File: src/rtl/fft_pkg.sv
// rtl/fft_pkg.sv - shared widths, mode encoding and rounding/saturation helpers for FFT stages
package fft_pkg;

  localparam int DEF_DATA_W  = 16;
  localparam int DEF_COEFF_W = 16;
  localparam int DEF_FRAC_W  = 15;
  localparam int DEF_OUT_W   = 16;
  localparam int DEF_SCALE   = 1;

  typedef enum logic {
    MODE_DIT = 1'b0,
    MODE_DIF = 1'b1
  } mode_e;

  // Half an LSB of a Q1.frac_w product, added before the right shift for round-half-up.
  function automatic logic signed [63:0] round_half(input int frac_w);
    return 64'sd1 <<< (frac_w - 1);
  endfunction

  // Clamp a wide signed value into the range of an out_w-bit signed number.
  function automatic logic signed [63:0] saturate(input logic signed [63:0] x, input int out_w);
    logic signed [63:0] hi;
    logic signed [63:0] lo;
    hi = (64'sd1 <<< (out_w - 1)) - 64'sd1;
    lo = -(64'sd1 <<< (out_w - 1));
    if (x > hi) begin
      return hi;
    end else if (x < lo) begin
      return lo;
    end
    return x;
  endfunction

endpackage

File: src/rtl/cmult_round.sv
// rtl/cmult_round.sv - registered complex multiply x*w with round-half-up and Q-format shift
module cmult_round
  import fft_pkg::*;
#(
  parameter int XW      = DEF_DATA_W + 1,
  parameter int COEFF_W = DEF_COEFF_W,
  parameter int FRAC_W  = DEF_FRAC_W,
  parameter int MW      = XW + COEFF_W + 1,
  parameter int RW      = MW - FRAC_W
) (
  input  logic                      i_clk,
  input  logic                      i_rst_n,
  input  logic                      i_en,
  input  logic signed [XW-1:0]      i_x_re,
  input  logic signed [XW-1:0]      i_x_im,
  input  logic signed [COEFF_W-1:0] i_w_re,
  input  logic signed [COEFF_W-1:0] i_w_im,
  output logic signed [RW-1:0]      o_p_re,
  output logic signed [RW-1:0]      o_p_im
);

  localparam logic signed [MW-1:0] ROUND = MW'(round_half(FRAC_W));

  logic signed [MW-1:0] w_xr;
  logic signed [MW-1:0] w_xi;
  logic signed [MW-1:0] w_wr;
  logic signed [MW-1:0] w_wi;
  logic signed [MW-1:0] w_sum_re;
  logic signed [MW-1:0] w_sum_im;
  logic signed [RW-1:0] r_p_re;
  logic signed [RW-1:0] r_p_im;

  // Operands widened to the full product width so each product and the sum are exact.
  assign w_xr = MW'(i_x_re);
  assign w_xi = MW'(i_x_im);
  assign w_wr = MW'(i_w_re);
  assign w_wi = MW'(i_w_im);

  assign w_sum_re = w_xr * w_wr - w_xi * w_wi + ROUND;
  assign w_sum_im = w_xr * w_wi + w_xi * w_wr + ROUND;

  // Register the rounded product; the arithmetic shift floors, so with ROUND added it rounds half up.
  always_ff @(posedge i_clk or negedge i_rst_n) begin
    if (!i_rst_n) begin
      r_p_re <= '0;
      r_p_im <= '0;
    end else if (i_en) begin
      r_p_re <= RW'(w_sum_re >>> FRAC_W);
      r_p_im <= RW'(w_sum_im >>> FRAC_W);
    end
  end

  assign o_p_re = r_p_re;
  assign o_p_im = r_p_im;

endmodule

File: src/rtl/butterfly_pipe.sv
// rtl/butterfly_pipe.sv - 3-stage radix-2 DIT/DIF butterfly with valid/ready, scaling and saturation
module butterfly_pipe
  import fft_pkg::*;
#(
  parameter int DATA_W  = DEF_DATA_W,
  parameter int COEFF_W = DEF_COEFF_W,
  parameter int FRAC_W  = DEF_FRAC_W,
  parameter int OUT_W   = DEF_OUT_W,
  parameter int SCALE   = DEF_SCALE
) (
  input  logic                      i_clk,
  input  logic                      i_rst_n,
  input  logic                      i_in_valid,
  output logic                      o_in_ready,
  input  logic                      i_mode_dif,
  input  logic signed [DATA_W-1:0]  i_a_re,
  input  logic signed [DATA_W-1:0]  i_a_im,
  input  logic signed [DATA_W-1:0]  i_b_re,
  input  logic signed [DATA_W-1:0]  i_b_im,
  input  logic signed [COEFF_W-1:0] i_w_re,
  input  logic signed [COEFF_W-1:0] i_w_im,
  output logic                      o_out_valid,
  input  logic                      i_out_ready,
  output logic signed [OUT_W-1:0]   o_y0_re,
  output logic signed [OUT_W-1:0]   o_y0_im,
  output logic signed [OUT_W-1:0]   o_y1_re,
  output logic signed [OUT_W-1:0]   o_y1_im,
  output logic                      o_sat,
  output logic                      o_ovf_sticky,
  input  logic                      i_ovf_clr
);

  localparam int PW = DATA_W + 1;
  localparam int RW = DATA_W + COEFF_W + 2 - FRAC_W;
  localparam int SW = ((RW > PW) ? RW : PW) + 1;

  logic                      w_en;
  logic                      r1_valid;
  logic                      r2_valid;
  logic                      r_out_valid;
  mode_e                     r1_mode;
  mode_e                     r2_mode;
  logic signed [PW-1:0]      w_a_re, w_a_im, w_b_re, w_b_im;
  logic signed [PW-1:0]      r1_p_re, r1_p_im, r1_q_re, r1_q_im;
  logic signed [COEFF_W-1:0] r1_w_re, r1_w_im;
  logic signed [PW-1:0]      r2_p_re, r2_p_im;
  logic signed [RW-1:0]      w_m_re, w_m_im;
  logic signed [SW-1:0]      w_res [4];
  logic signed [SW-1:0]      w_sc  [4];
  logic signed [63:0]        w_ext [4];
  logic signed [63:0]        w_cl  [4];
  logic                      w_sat_any;
  logic signed [OUT_W-1:0]   r_y [4];
  logic                      r_sat;
  logic                      r_sticky;

  // One enable for the whole pipe: everything advances unless a result is waiting on downstream.
  assign w_en       = !r_out_valid || i_out_ready;
  assign o_in_ready = w_en;

  assign w_a_re = PW'(i_a_re);
  assign w_a_im = PW'(i_a_im);
  assign w_b_re = PW'(i_b_re);
  assign w_b_im = PW'(i_b_im);

  // S1: capture the beat; DIF forms sum/difference here so S2 always multiplies r1_q by W.
  always_ff @(posedge i_clk or negedge i_rst_n) begin
    if (!i_rst_n) begin
      r1_valid <= 1'b0;
      r1_mode  <= MODE_DIT;
      r1_p_re  <= '0;
      r1_p_im  <= '0;
      r1_q_re  <= '0;
      r1_q_im  <= '0;
      r1_w_re  <= '0;
      r1_w_im  <= '0;
    end else if (w_en) begin
      r1_valid <= i_in_valid;
      r1_mode  <= mode_e'(i_mode_dif);
      r1_w_re  <= i_w_re;
      r1_w_im  <= i_w_im;
      if (i_mode_dif) begin
        r1_p_re <= w_a_re + w_b_re;
        r1_p_im <= w_a_im + w_b_im;
        r1_q_re <= w_a_re - w_b_re;
        r1_q_im <= w_a_im - w_b_im;
      end else begin
        r1_p_re <= w_a_re;
        r1_p_im <= w_a_im;
        r1_q_re <= w_b_re;
        r1_q_im <= w_b_im;
      end
    end
  end

  cmult_round #(
    .XW      (PW),
    .COEFF_W (COEFF_W),
    .FRAC_W  (FRAC_W)
  ) u_cmult (
    .i_clk   (i_clk),
    .i_rst_n (i_rst_n),
    .i_en    (w_en),
    .i_x_re  (r1_q_re),
    .i_x_im  (r1_q_im),
    .i_w_re  (r1_w_re),
    .i_w_im  (r1_w_im),
    .o_p_re  (w_m_re),
    .o_p_im  (w_m_im)
  );

  // S2: carry the pass-through operand and mode alongside the multiplier stage.
  always_ff @(posedge i_clk or negedge i_rst_n) begin
    if (!i_rst_n) begin
      r2_valid <= 1'b0;
      r2_mode  <= MODE_DIT;
      r2_p_re  <= '0;
      r2_p_im  <= '0;
    end else if (w_en) begin
      r2_valid <= r1_valid;
      r2_mode  <= r1_mode;
      r2_p_re  <= r1_p_re;
      r2_p_im  <= r1_p_im;
    end
  end

  // S3 datapath: combine, optionally halve with round-half-up, then clamp to the output range.
  always_comb begin
    w_sat_any = 1'b0;
    if (r2_mode == MODE_DIF) begin
      w_res[0] = SW'(r2_p_re);
      w_res[1] = SW'(r2_p_im);
      w_res[2] = SW'(w_m_re);
      w_res[3] = SW'(w_m_im);
    end else begin
      w_res[0] = SW'(r2_p_re) + SW'(w_m_re);
      w_res[1] = SW'(r2_p_im) + SW'(w_m_im);
      w_res[2] = SW'(r2_p_re) - SW'(w_m_re);
      w_res[3] = SW'(r2_p_im) - SW'(w_m_im);
    end
    for (int k = 0; k < 4; k++) begin
      w_sc[k]   = (SCALE != 0) ? ((w_res[k] + SW'(1)) >>> 1) : w_res[k];
      w_ext[k]  = 64'(w_sc[k]);
      w_cl[k]   = saturate(w_ext[k], OUT_W);
      w_sat_any = w_sat_any | (w_cl[k] != w_ext[k]);
    end
  end

  // S3 registers: the output beat and its saturation flag, held while downstream stalls.
  always_ff @(posedge i_clk or negedge i_rst_n) begin
    if (!i_rst_n) begin
      r_out_valid <= 1'b0;
      r_sat       <= 1'b0;
      for (int k = 0; k < 4; k++) begin
        r_y[k] <= '0;
      end
    end else if (w_en) begin
      r_out_valid <= r2_valid;
      r_sat       <= w_sat_any;
      for (int k = 0; k < 4; k++) begin
        r_y[k] <= OUT_W'(w_cl[k]);
      end
    end
  end

  // Sticky overflow: set only when a saturated beat is actually handed off; clear has priority.
  always_ff @(posedge i_clk or negedge i_rst_n) begin
    if (!i_rst_n) begin
      r_sticky <= 1'b0;
    end else if (i_ovf_clr) begin
      r_sticky <= 1'b0;
    end else if (r_out_valid && i_out_ready && r_sat) begin
      r_sticky <= 1'b1;
    end
  end

  assign o_out_valid  = r_out_valid;
  assign o_y0_re      = r_y[0];
  assign o_y0_im      = r_y[1];
  assign o_y1_re      = r_y[2];
  assign o_y1_im      = r_y[3];
  assign o_sat        = r_sat;
  assign o_ovf_sticky = r_sticky;

endmodule
File: config.mk
export PLATFORM = sky130hd
export DESIGN_NAME = butterfly_pipe
export DESIGN_NICKNAME = d
export VERILOG_FILES = /design/src/rtl/fft_pkg.sv /design/src/rtl/cmult_round.sv /design/src/rtl/butterfly_pipe.sv
export SDC_FILE = /design/constraint.sdc
export NUM_CORES = 2
export LEC_CHECK = 0
export CORE_ASPECT_RATIO = 0.75
export CORE_MARGIN = 3
export CORE_UTILIZATION = 25
export DETAILED_ROUTE_END_ITERATION = 16
export PLACE_DENSITY_LB_ADDON = 0.05
export SETUP_SLACK_MARGIN = 0.1
export SLEW_MARGIN = 10
export SYNTH_ARGS = -nofsm -noshare
export SYNTH_HDL_FRONTEND = slang
export SYNTH_HIERARCHICAL = 1
export SYNTH_SLANG_ARGS = --single-unit
File: constraint.sdc
create_clock -name i_clk -period 7.2 [get_ports i_clk]
set_input_delay 1.44 -clock i_clk [delete_from_list [all_inputs] [get_ports i_clk]]
set_output_delay 1.44 -clock i_clk [all_outputs]
set_load 0.01 [all_outputs]
# Word level (Yosys, flattened, before mapping)
# Cells that the tools add are included.
# op_classes
eq_ne	4
n_addsub	16
n_mul	4
n_reduce_logical	5
order_cmp	8
bitwise_logic	3
n_mux	27
# op_table
operator	n
$mux 64	12
$ne 64x19->1	4
$mul 17x16->33	4
$add 20x2->20 const B	4
$mux 80	1
$gt 19x16->1 const B	4
$lt 19x16->1 const B	4
$add 34x16->34 const B	2
$mux 17	4
$add 17x19->20	2
$sub 17x19->20	2
$add 16x16->17	2
$add 34x34->34	1
$sub 16x16->17	2
$sub 34x34->34	1
$mux 1	10
$or 1x1->1	3
$logic_and 1x1->1	2
$reduce_bool 2->1	1
$logic_not 1->1	1
$logic_or 1x1->1	1
# totals
in_bits	102
regBits	243

# Longest topological paths before layout
# logic_depth
depth_word	11
depth_mapped	29
mapped_depth_nobuf	26

# Hierarchy
# Netlist, hierarchy kept.
# by_module_without_submodules
mod	n_inst	cells_per_inst	area_per_inst_um2	seq_area_each_um2
cmult_round	1	4503	42998.7	950.9
butterfly_pipe	1	2269	17873.4	5129.9

# Worst setup path before layout
# No wires, ideal clock.
# synth_path
path_type	reg-to-reg
start	reg r1_q_im[16]
end	reg u_cmult.r_p_re[18], in the netlist u_cmult/o_p_re[18]
t_arrival_ns	7.544
stages_incl_launch_ff	30
synth_period_minus_slack_ns	7.663
setup_slack_ns	-0.463
path_cell_list	dfrtp_1 > clkbuf_1 > clkbuf_1 > nand2_1 > inv_1 > fa_1 > inv_1 > fa_1 > inv_1 > fa_1 > inv_1 > fa_1 > inv_1 > fa_1 > inv_1 > fa_1 > fa_1 > inv_1 > fa_1 > inv_1 > ha_1 > buf_6 > a21oi_2 > o21ai_1 > a31o_1 > a221o_1 > o31ai_4 > a21boi_1 > or3_1 > a31o_1
# synth_via
elab_chain_cells	3
# synth_rtl
item	line_no	rtl
from (decl)	butterfly_pipe.sv:44	logic signed [PW-1:0] r1_p_re, r1_p_im, r1_q_re, r1_q_im;
from (signal assigned)	butterfly_pipe.sv:86	r1_q_im <= w_a_im - w_b_im;
from (signal assigned)	butterfly_pipe.sv:91	r1_q_im <= w_b_im;
$mul 17x16->33	cmult_round.sv:39	assign w_sum_re = w_xr * w_wr - w_xi * w_wi + ROUND;
$sub 34x34->34	cmult_round.sv:39	
$add 34x16->34	cmult_round.sv:39	
to (signal assigned)	cmult_round.sv:48	r_p_re <= RW'(w_sum_re >>> FRAC_W);
to (decl)	cmult_round.sv:30	logic signed [RW-1:0] r_p_re;
# Every way passes these cells.
# A chain may end at the register's enable or synchronous reset.

# Final worst setup path
# layout_path
start	reg r1_q_im[16]
end	reg u_cmult.r_p_im[18], in the netlist u_cmult/o_p_im[18]
# layout_via
elab_chain_cells	3
# layout_rtl
item	line_no	rtl
$mul 17x16->33	cmult_round.sv:40	assign w_sum_im = w_xr * w_wi + w_xi * w_wr + ROUND;
$add 34x34->34	cmult_round.sv:40	
$add 34x16->34	cmult_round.sv:40	
to (signal assigned)	cmult_round.sv:49	r_p_im <= RW'(w_sum_im >>> FRAC_W);
to (decl)	cmult_round.sv:31	logic signed [RW-1:0] r_p_im;
# Every way passes these cells.

==> metrics.txt <==
status complete, but fails checks; failing checks setup timing; Synth Area in Compound Gates under 10%; Post-Synth Adder-Cell Area between 50% and 60%; CTS Buf Count 38; Wirelength per Cell 22.4 um; skew final slightly above 0.05 ns; Synth Area in XOR/XNOR just under 3%; critical path's slowest cell fa_2; Skew-Pair Late Insertion Delay approximately 0.65 ns; Final setup violation count 28; Final nets 9106; CP Capture Type flop; CP arrival around 8.0 ns; yosys warns 6; share of the core filled with cells ~31%; CP most frequent cell fa_1; syn avg cell area ~9 sq um; Die ar. 250000 sq um; clock-pin slew on the worst setup and hold paths about 0.06 ns; placed instance count ~10000; kind of critical path flop to flop; max incr delay on CP 0.59 ns; Hold Vio Cnt, Final 0; max_cap viols 0; CTS tree built; Post-synth ARST share 100%; most frequent cells in the layout 1392 x inv_1, 1133 x fa_1, 884 x nand2_1; Placement Rows about 160; vias in the first global route approximately 50000; number of flops mapped to enable cells by yosys 0; Via Count 46400; post-synthesis mux area share 1.39%; Tightest Hold Check Type flop to flop; f_max 134 MHz; share of layout cells above drive strength 1 between 10% and 20%; Fillers ~26000; core area 242000 sq um; sequential area share after synthesis under 10%; DP Wirelength ~200000 um; largest family of logic cells by synthesized area adder cells; Post-Syn Nets 8564; setup ws final -0.273 ns; first-pass GRT wire length about 350000 um; Die Y around 430 um; largest net degree at the start of global routing 120; post-synthesis register bit count roughly 240; non-filler cells, final around 11000; total track usage between 10% and 20%; placer congestion estimate about 0.83; final worst-path cycle share 104%; critical path peak fanout 8; DRT iter0 DRCs roughly 2500; Longest Clk Path Bufs 3; main flop type after synthesis dfrtp_1; startpoint types flop; drt drc 0; drt total wl ~240000 um; clock root cell clkbuf_16; minimum clock period around 7.5 ns; chip width around 580 um; Initial Util between 20 and 30%; clock sink count 243; relative slew slack between 20% and 30%; Synth Cell Area just over 60000 sq um; Final Max Tran Viols 0; Via density around 4.4; worst path buffer plus inverter count 11; commonest non-fill, non-tap cell in the layout inv_1; First-pass DRT Iterations 5; post-route ant nets 0; Critical Path RT just under 8 ns; unrepaired setup endpoints after global routing true; initial antenna violation count 20; post-synthesis simple-gate area fraction 16.0%; H-tree Lvls 2; io pins 170; total grt overflow 0; delay-heaviest family, CP adder cells; count of input and output buffers around 170; synth unique cells 101; Syn Inst Count 6772; Worst-Margin Slew about 1.1 ns; area grow syn2layout 22.9%
-- cell usage after synthesis (all sizes together) (43+ instances only) --
library cell / n / share of area [%]
inv: 1473 / 9.1
fa: 1241 / 41
nand2: 900 / 5.5
and2: 515 / 5.3
ha: 449 / 9.2
clkbuf: 275 / 1.7
dfrtp: 243 / 10
nor2: 224 / 1.4
o21ai: 201 / 1.7
a21oi: 179 / 1.5
xnor2: 148 / 2.1
nor3: 56 / 0.48
xor2: 55 / 0.79
nand2b: 54 / 0.55
a21o: 53 / 0.65
buf: 47 / 0.40
mux2i: 43 / 0.71
nand3: 43 / 0.35
-- worst register-to-register path: cells and delay by family (launching register included) --
kind	cells	cell delay (ns)
AND/OR/NAND/NOR	3	0.30
multiplexers	1	0.25
buffers and inverters	11	1.19
flip-flops	1	0.45
AO/OA/AOI/OAI	4	0.67
XOR/XNOR	1	0.11
adder cells (fa/ha/maj)	9	4.33
-- repair_timing --
| action | in CTS | in global routing |
|---|---|---|
| setup endpoints to repair | 37 | 37 |
| endpoints found under the hold margin | 0 | 0 |
| gates resized for setup | 277 | 225 |
| hold buffers | 0 | 0 |
| gates cloned | 4 | 2 |
| buffers inserted | 57 | 54 |
| pin swaps | 125 | 163 |
-- kinds of logic after synthesis --
logic type                 count (synthesis)
and+or+nand+nor                         2001
buffers and inverters                   1795
DFF                                      243
muxes                                     80
AOI/OAI and AO/OA                        760
xor gates and xnor gates                 203
adders and majority gates               1690
-- flip-flops by register name, summed over array words and instances (netlist names) --
| register | flops |
|---|---|
| r1_valid | 1 |
| r1_q_re | 17 |
| r2_mode | 1 |
| r1_w_im | 16 |
| u_cmult/o_p_re | 19 |
| o_y0_im | 16 |
| o_y1_im | 16 |
| o_ovf_sticky | 1 |
| o_y0_re | 16 |
| o_out_valid | 1 |
| r1_p_im | 17 |
| r2_p_re | 17 |
| r1_p_re | 17 |
| r1_mode | 1 |
| r1_q_im | 17 |
| r1_w_re | 16 |
| o_y1_re | 16 |
| r2_valid | 1 |
| o_sat | 1 |
| u_cmult/o_p_im | 19 |
| r2_p_im | 17 |
-- stage by stage --
stage	hold WS (ns)	area [sq um]	setup TNS, ns	setup WS [ns]
after global placement	0.449	70600	-16.01	-0.647
after detailed placement	0.453	70600	-14.94	-0.648
final	0.466	74800	-2.89	-0.273
after CTS	0.467	73600	-4.06	-0.304
after floorplan	0.430	61000	-0.0820	-0.0820
after global routing	0.484	74800	-9.96	-0.510
-- final timing paths --
kind                              from                 end  slack [ns]  depth (start not counted)
max in group asynchronous      i_rst_n          r1_q_re[1]        5.18                          2
setup reg to reg           r1_q_im[16]  u_cmult/o_p_im[18]       -0.27                         29
setup / recovery           r1_q_im[16]  u_cmult/o_p_im[18]       -0.27                         29
hold / removal                r2_valid            r2_valid        0.47                          2
min in group asynchronous      i_rst_n         o_y0_re[14]        0.74                          1
hold reg to reg               r2_valid            r2_valid        0.47                          2
-- final cells by class --
class,instances,area (sq um),share of cell area (%)
Timing Repair Buffer,824,8350,11.2
Clock inverter,21,267,0.356
Multi-Input combinational cell,4734,49400,66.0
Antenna cell,6,15.0,0.0201
Tap cell,3239,4050,5.42
Clock buffer,48,1070,1.43
Inverter,1473,5560,7.43
Sequential cell,243,6110,8.16
-- metal layers --
layer  wire (um)  vias up  share of wire [%]  GRT usage (%)
met5           0        -                  0              0
met4        3410        0                1.4           2.81
met3        9090      106                3.8           2.46
met2       95800      682                 40           27.2
met1      129000    23900                 54           31.0
li1            -    21700                  -              -
Power is not shown: default switching activity piles up to over one toggle a cycle in this logic, so the estimate is an artifact.
